## src/rtl/muacm_in_arb.sv

```systemverilog
// Two-source round-robin byte arbiter in front of the muacm IN pipe.
// Bounds each grant to MAX_BURST beats and requests a flush on packet end or source stall.
module muacm_in_arb #(
   parameter int unsigned MAX_BURST = 64,
   parameter int unsigned IDLE_TO   = 16
) (
   input  logic       clk,
   input  logic       rst_n,
   input  logic [7:0] s0_data,
   input  logic       s0_last,
   input  logic       s0_valid,
   output logic       s0_ready,
   input  logic [7:0] s1_data,
   input  logic       s1_last,
   input  logic       s1_valid,
   output logic       s1_ready,
   output logic [7:0] m_data,
   output logic       m_last,
   output logic       m_valid,
   input  logic       m_ready,
   output logic       m_flush_now,
   output logic       m_flush_time,
   output logic [1:0] grant
);

   localparam int unsigned      CNT_W     = 8;
   localparam logic [CNT_W-1:0] BEAT_LAST = CNT_W'(MAX_BURST - 1);
   localparam logic [CNT_W-1:0] STALL_MAX = CNT_W'(IDLE_TO);

   typedef enum logic [1:0] {
      ST_IDLE  = 2'd0,
      ST_XFER  = 2'd1,
      ST_FLUSH = 2'd2
   } state_e;

   state_e           state_q, state_d;
   logic             sel_q, sel_d;       // index of the granted source
   logic             rr_q, rr_d;         // source that wins on contention
   logic [CNT_W-1:0] beat_q, beat_d;
   logic [CNT_W-1:0] stall_q, stall_d;
   logic [1:0]       grant_q, grant_d;
   logic             flush_now_q, flush_now_d;
   logic             flush_time_q, flush_time_d;
   logic [1:0]       rst_sync_q;
   logic             rst_int_n;
   logic             hs;
   logic [CNT_W-1:0] stall_inc;

   // Reset asserts immediately, releases two clocks after rst_n rises
   always_ff @(posedge clk or negedge rst_n) begin
      if (!rst_n) rst_sync_q <= 2'b00;
      else        rst_sync_q <= {rst_sync_q[0], 1'b1};
   end
   assign rst_int_n = rst_sync_q[1];

   // Pass-through from the granted source; nothing moves without a grant
   always_comb begin
      m_data   = 8'h00;
      m_last   = 1'b0;
      m_valid  = 1'b0;
      s0_ready = 1'b0;
      s1_ready = 1'b0;
      if (grant_q[0]) begin
         m_data   = s0_data;
         m_last   = s0_last;
         m_valid  = s0_valid;
         s0_ready = m_ready;
      end else if (grant_q[1]) begin
         m_data   = s1_data;
         m_last   = s1_last;
         m_valid  = s1_valid;
         s1_ready = m_ready;
      end
   end

   assign hs        = m_valid & m_ready;
   assign stall_inc = stall_q + CNT_W'(1);

   always_comb begin
      state_d = state_q;
      sel_d   = sel_q;
      rr_d    = rr_q;
      beat_d  = beat_q;
      stall_d = stall_q;
      case (state_q)
         ST_IDLE: begin
            if (s0_valid | s1_valid) begin
               state_d = ST_XFER;
               sel_d   = (s0_valid & s1_valid) ? rr_q : s1_valid;
               beat_d  = '0;
               stall_d = '0;
            end
         end
         ST_XFER: begin
            stall_d = m_valid ? '0 : stall_inc;
            if (hs) beat_d = beat_q + CNT_W'(1);
            // packet end outranks the burst limit on the same beat
            if (hs && m_last)                         state_d = ST_FLUSH;
            else if (hs && (beat_q == BEAT_LAST))     state_d = ST_IDLE;
            else if (!m_valid && (stall_inc == STALL_MAX)) state_d = ST_FLUSH;
            if (state_d != ST_XFER) rr_d = ~sel_q;
         end
         ST_FLUSH: state_d = ST_IDLE;
         default:  state_d = ST_IDLE;
      endcase
      grant_d      = (state_d == ST_XFER) ? (sel_d ? 2'b10 : 2'b01) : 2'b00;
      flush_now_d  = (state_d == ST_FLUSH);
      flush_time_d = (state_d != ST_XFER);
   end

   always_ff @(posedge clk or negedge rst_int_n) begin
      if (!rst_int_n) begin
         state_q      <= ST_IDLE;
         sel_q        <= 1'b0;
         rr_q         <= 1'b0;
         beat_q       <= '0;
         stall_q      <= '0;
         grant_q      <= 2'b00;
         flush_now_q  <= 1'b0;
         flush_time_q <= 1'b1;
      end else begin
         state_q      <= state_d;
         sel_q        <= sel_d;
         rr_q         <= rr_d;
         beat_q       <= beat_d;
         stall_q      <= stall_d;
         grant_q      <= grant_d;
         flush_now_q  <= flush_now_d;
         flush_time_q <= flush_time_d;
      end
   end

   assign grant        = grant_q;
   assign m_flush_now  = flush_now_q;
   assign m_flush_time = flush_time_q;

endmodule
```

## config.mk

```make
export PLATFORM = sky130hd
export DESIGN_NAME = muacm_in_arb
export DESIGN_NICKNAME = d
export VERILOG_FILES = /design/src/rtl/muacm_in_arb.sv
export SDC_FILE = /design/constraint.sdc
export NUM_CORES = 1
export LEC_CHECK = 0
export ABC_CLOCK_PERIOD_IN_PS = 2200
export CORE_ASPECT_RATIO = 1.25
export CORE_MARGIN = 2
export CORE_UTILIZATION = 51
export CTS_CLUSTER_DIAMETER = 40
export CTS_CLUSTER_SIZE = 20
export DETAILED_ROUTE_END_ITERATION = 8
export GPL_TIMING_DRIVEN = 1
export PLACE_DENSITY = 0.87
export SYNTH_ARGS = -nofsm -noshare
export SYNTH_HDL_FRONTEND = slang
export SYNTH_SLANG_ARGS = --single-unit
```

## constraint.sdc

```tcl
create_clock -name clk -period 2.2 [get_ports clk]
set_input_delay 0.44 -clock clk [delete_from_list [all_inputs] [get_ports clk]]
set_output_delay 0.44 -clock clk [all_outputs]
set_load 0.03 [all_outputs]
```

; Yosys cells after proc, flatten, opt, wreduce, memory -nomap -nowiden
; Index checks and enable logic that the tools add are counted.
[word_totals]
ff_bits = 26
in_bits = 23
elab_cells = 58
[classes]
add_sub_neg = 2
eq_ne = 9
mux = 25
bitwise = 4
reduce_logical = 9
[ops]
columns = cell, n
row1 = 8-bit two-way mux, 5
row2 = 8-bit one-hot mux with 2 select lines, 2
row3 = 8-bit by 1-bit adder with 8-bit output (second input constant), 2
row4 = 2-bit two-way mux, 7
row5 = 1-bit two-way mux, 10
row6 = 8-bit by 5-bit == test with 1-bit output (second input constant), 1
row7 = 8-bit by 6-bit == test with 1-bit output (second input constant), 1
row8 = 2-bit by 1-bit == test with 1-bit output (second input constant), 2
row9 = 2-bit by 1-bit != test with 1-bit output (second input constant), 2
row10 = 2-bit != test (second input constant), 2
row11 = 2-bit one-hot mux with 2 select lines, 1
row12 = 2-bit AND reduction, 2
row13 = 1-bit logical AND, 3
row14 = 3-bit AND reduction, 1
row15 = 1-bit AND, 2
row16 = 2-bit == test (second input constant), 1
row17 = 2-bit logical NOT, 1
row18 = 2-bit nonzero test, 1
row19 = 1-bit logical NOT, 1
row20 = 1-bit NOT, 1
row21 = 1-bit OR, 1

; Longest topological paths before layout
[logic_depth]
ltp_word = 11
ltp_mapped = 7

; Worst setup path before layout
; OpenSTA, ideal clock, no wires.
[synth_timing]
path_kind = register to output
start = reg grant_q[0], in the netlist grant[0]
end = out m_valid
arrival_time_ns = 1.574
required_time_ns = 1.760
setup_slack_ns = 0.186
path_stages_with_launch = 4
path_cell_list = dfrtp_1 buf_2 clkbuf_1 o21ai_0
[synth_between]
elab_chain_len = 1
[synth_lines]
columns = element, line_no
row1 = "start, declared", 41  ; logic [1:0] grant_q, grant_d;
row2 = "start signal, assigned", 127  ; grant_q <= grant_d;
row3 = 1-bit two-way mux, 63  ; if (grant_q[0]) begin
row4 = "end, declared", 19  ; output logic m_valid,
; Every way passes these cells.

; Worst setup path in the final report
[layout_timing]
start = reg grant_q[0], in the netlist grant[0]
end = out grant[0]
[layout_lines]
columns = element, line_no
row1 = "end, declared", 23  ; output logic [1:0] grant
; No word-level cell between the ends.

==> reports/results.ini <==
[status]
outcome=complete, no violations

[grt]
grt_use_total_pct=22.1
grt_busiest_layer=met2
met2_usage_pct=40.0
use_met1_pct=25.2
use_met3_pct=3.97
grt_max_degree=25
grt_antenna_before_repair=0
grt_pass1_wl_um=5600
overflow=0
grt_pass1_vias=1331

[die]
core_um2=2710
die-area_um2=3330
fp.dieH_um=64
die_w_um=52
row_count=21
start_util_pct=54.3
ioPinCount=39

[place]
preCtsSetupSlack_ns=0.0425
place_congestion=0.860
portBuffers=38
dp_hpwl_um=2730

[cells_and_area]
utilization_pct=70.7
area_growth_pct=30.2
antennaDiodeCount=0
final.fill_count=187
final_net_count=223
drive_gt1_share_pct=15.3

[timing]
setup_violations=0
grt_setup_unrepaired=false
postLayoutSetupSlackWorst_ns=0.193
clock.fmax_ghz=0.498
maxSlewViolCount=0
final.setup.tns_ns=0
post-route-period-util_pct=91.2
finClkSkew_ns=0.00264
min_period_ns=2.01
finalHoldViolations=0

[clock_network]
ctsResizeCount=0
cts_buffers=3
ctsHoldBuffers=0
h-tree-depth=1
cts.sinks=26
cts_tree=yes
clk_pin_slew_worst_paths_ns=0.14
cts_root_buf=clkbuf_4
cts_buffer_depth=2
clock_latency_ns=0.31
cts_setup_buffers=0

[synth]
synth_edf_count=0
avgSynthCellArea_um2=9.60
synth_nets=179
yosysTopAreaCell=dfrtp_1
syn_inst=153
synth_seq_area_share_pct=44.4
synth-async-reset-ratio_pct=100
synth_warnings=0
yosysTopAreaCellShare_pct=42.6
yosys-top-cells-area=dfrtp_1, a22o_1, o21ai_0
syn-cell-area_um2=1470
ys_seq_elements=26
synth_cell_types=43
ys.flop_type=dfrtp_1

[power_and_ir_drop]
ir_drop_uv=781
total_leakage_power_nw=0.819
power_per_cell_area_nw_per_um2=1060

[critical_path]
cp_cell_sequence=clkdlybuf4s50_1
start_kind=flip-flop
critPathKind=reg -> out
cp_max_fo=10
crit_family=buffers and inverters
cpPeakStageDelay_ns=0.73
cp_slowest_cell=clkdlybuf4s50_1
cp_num_buf_inv=1
arrival_ns=1.57
worstPathRequired_ns=1.76
cp-end-kind=primary output

[route]
drt-initial-drc-count=34
vias=1332
viasPerCell=5.79
drc_errors=0
finalWirelength_um=3430
wl_per_cell_um=14.9
drt-pass1-iter-count=4
postRouteAntennaNets=0

[worst_hold_path]
hp-class=reg -> async

[flow_run]
drv_cap=0

==> where the power goes <==
part / total [mW] / switching [mW] / internal (mW)
Combinational: 1.12 / 0.660 / 0.459
Clock: 0.207 / 0.136 / 0.0709
Sequential: 0.697 / 0.117 / 0.580
Total: 2.02 / 0.913 / 1.11
==> state kept, by name, indices dropped and copies added (netlist names) <==
register / count
beat_q: 8
grant: 2
m_flush_now: 1
m_flush_time: 1
rr_q: 1
rst_sync_q: 2
sel_q: 1
stall_q: 8
state_q: 2
==> worst paths after layout <==
path	slack [ns]	to	cells after the start	from
max	0.19	grant[0]	1	grant[0]$_DFF_PN0_
min	0.22	m_flush_now$_DFF_PN0_	1	rst_sync_q[1]$_DFF_PN0_
max reg2reg	0.21	rr_q$_DFFE_PN0P_	6	stall_q[0]$_DFFE_PN0P_
min reg2reg	0.22	m_flush_now$_DFF_PN0_	1	rst_sync_q[1]$_DFF_PN0_
max in group asynchronous	1.69	m_flush_time$_DFF_PN1_	1	rst_sync_q[1]$_DFF_PN0_
min in group clk	0.38	rst_sync_q[1]$_DFF_PN0_	0	rst_sync_q[0]$_DFF_PN0_
==> metal layers <==
layer,vias up,part of all wire [%]
li1,639,-
met1,636,42
met2,51,50
met3,6,6.7
met4,0,1.3
met5,-,0
==> final cells by class <==
type                       count  area, µm²  area share (%)
tap                           34       42.5            2.22
sequential                    26        652            34.1
multi-input combinational    118        782            40.9
timing repair buffer          44        395            20.7
inverter                       4       15.0           0.785
clock buffer                   4       26.3            1.37
==> layout by cell type, fill, tap and decap left out, types with 3 or more instances in the layout <==
master / netlist / routed
inv_1: 4 / 4
nor3_1: 5 / 5
o21a_1: 4 / 4
buf_4: 0 / 18
clkdlybuf4s50_1: 0 / 26
ha_1: 3 / 3
o21ai_0: 12 / 12
dfrtp_1: 25 / 25
clkbuf_4: 0 / 3
nor2_1: 12 / 12
a22o_1: 8 / 8
nand3_1: 10 / 10
xnor2_1: 5 / 5
nor2b_1: 5 / 5
nand2_1: 16 / 16
o31ai_1: 3 / 3
xor2_1: 3 / 3
==> Yosys cell counts, drive strengths merged, types with 2 or more instances <==
cell type / instances
dfrtp: 25
nand2: 16
o21ai: 15
nor2: 12
nand3: 10
a22o: 8
nor3: 6
xnor2: 6
nor2b: 5
and3: 4
clkbuf: 4
inv: 4
o21a: 4
ha: 3
o31ai: 3
xor2: 3
a21oi: 2
and2: 2
nand4: 2
nor4: 2
o211ai: 2
==> worst register-to-register path: stages, from the launching register on <==
cell	delay, ns
dfrtp_1	0.47
ha_1	0.33
nor3_2	0.28
o211ai_4	0.11
a2111oi_4	0.45
o21ai_2	0.12
mux2i_1	0.17
==> cells by family after synthesis <==
family	share of synthesized area, %
and+or+nand+nor	22.7
AOI/OAI and AO/OA	21.1
DFF	44.4
xor gates and xnor gates	5.88
buffers and inverters	2.38
adders and majority gates	2.56
other	0.255
muxes	0.681
==> metrics by stage <==
stage / hold WS (ns) / power, mW / cell area [µm²] / cells
after CTS: 0.235 / 2.03 / 1910 / 230
after floorplan: 0.144 / 1.40 / 1470 / 153
final: 0.224 / 2.02 / 1910 / 230
after detailed placement: 0.223 / 1.83 / 1890 / 226
after global routing: 0.249 / 2.13 / 1910 / 230
after global placement: 0.218 / 1.78 / 1890 / 226
Note: power is estimated with default switching activity, not from simulation.
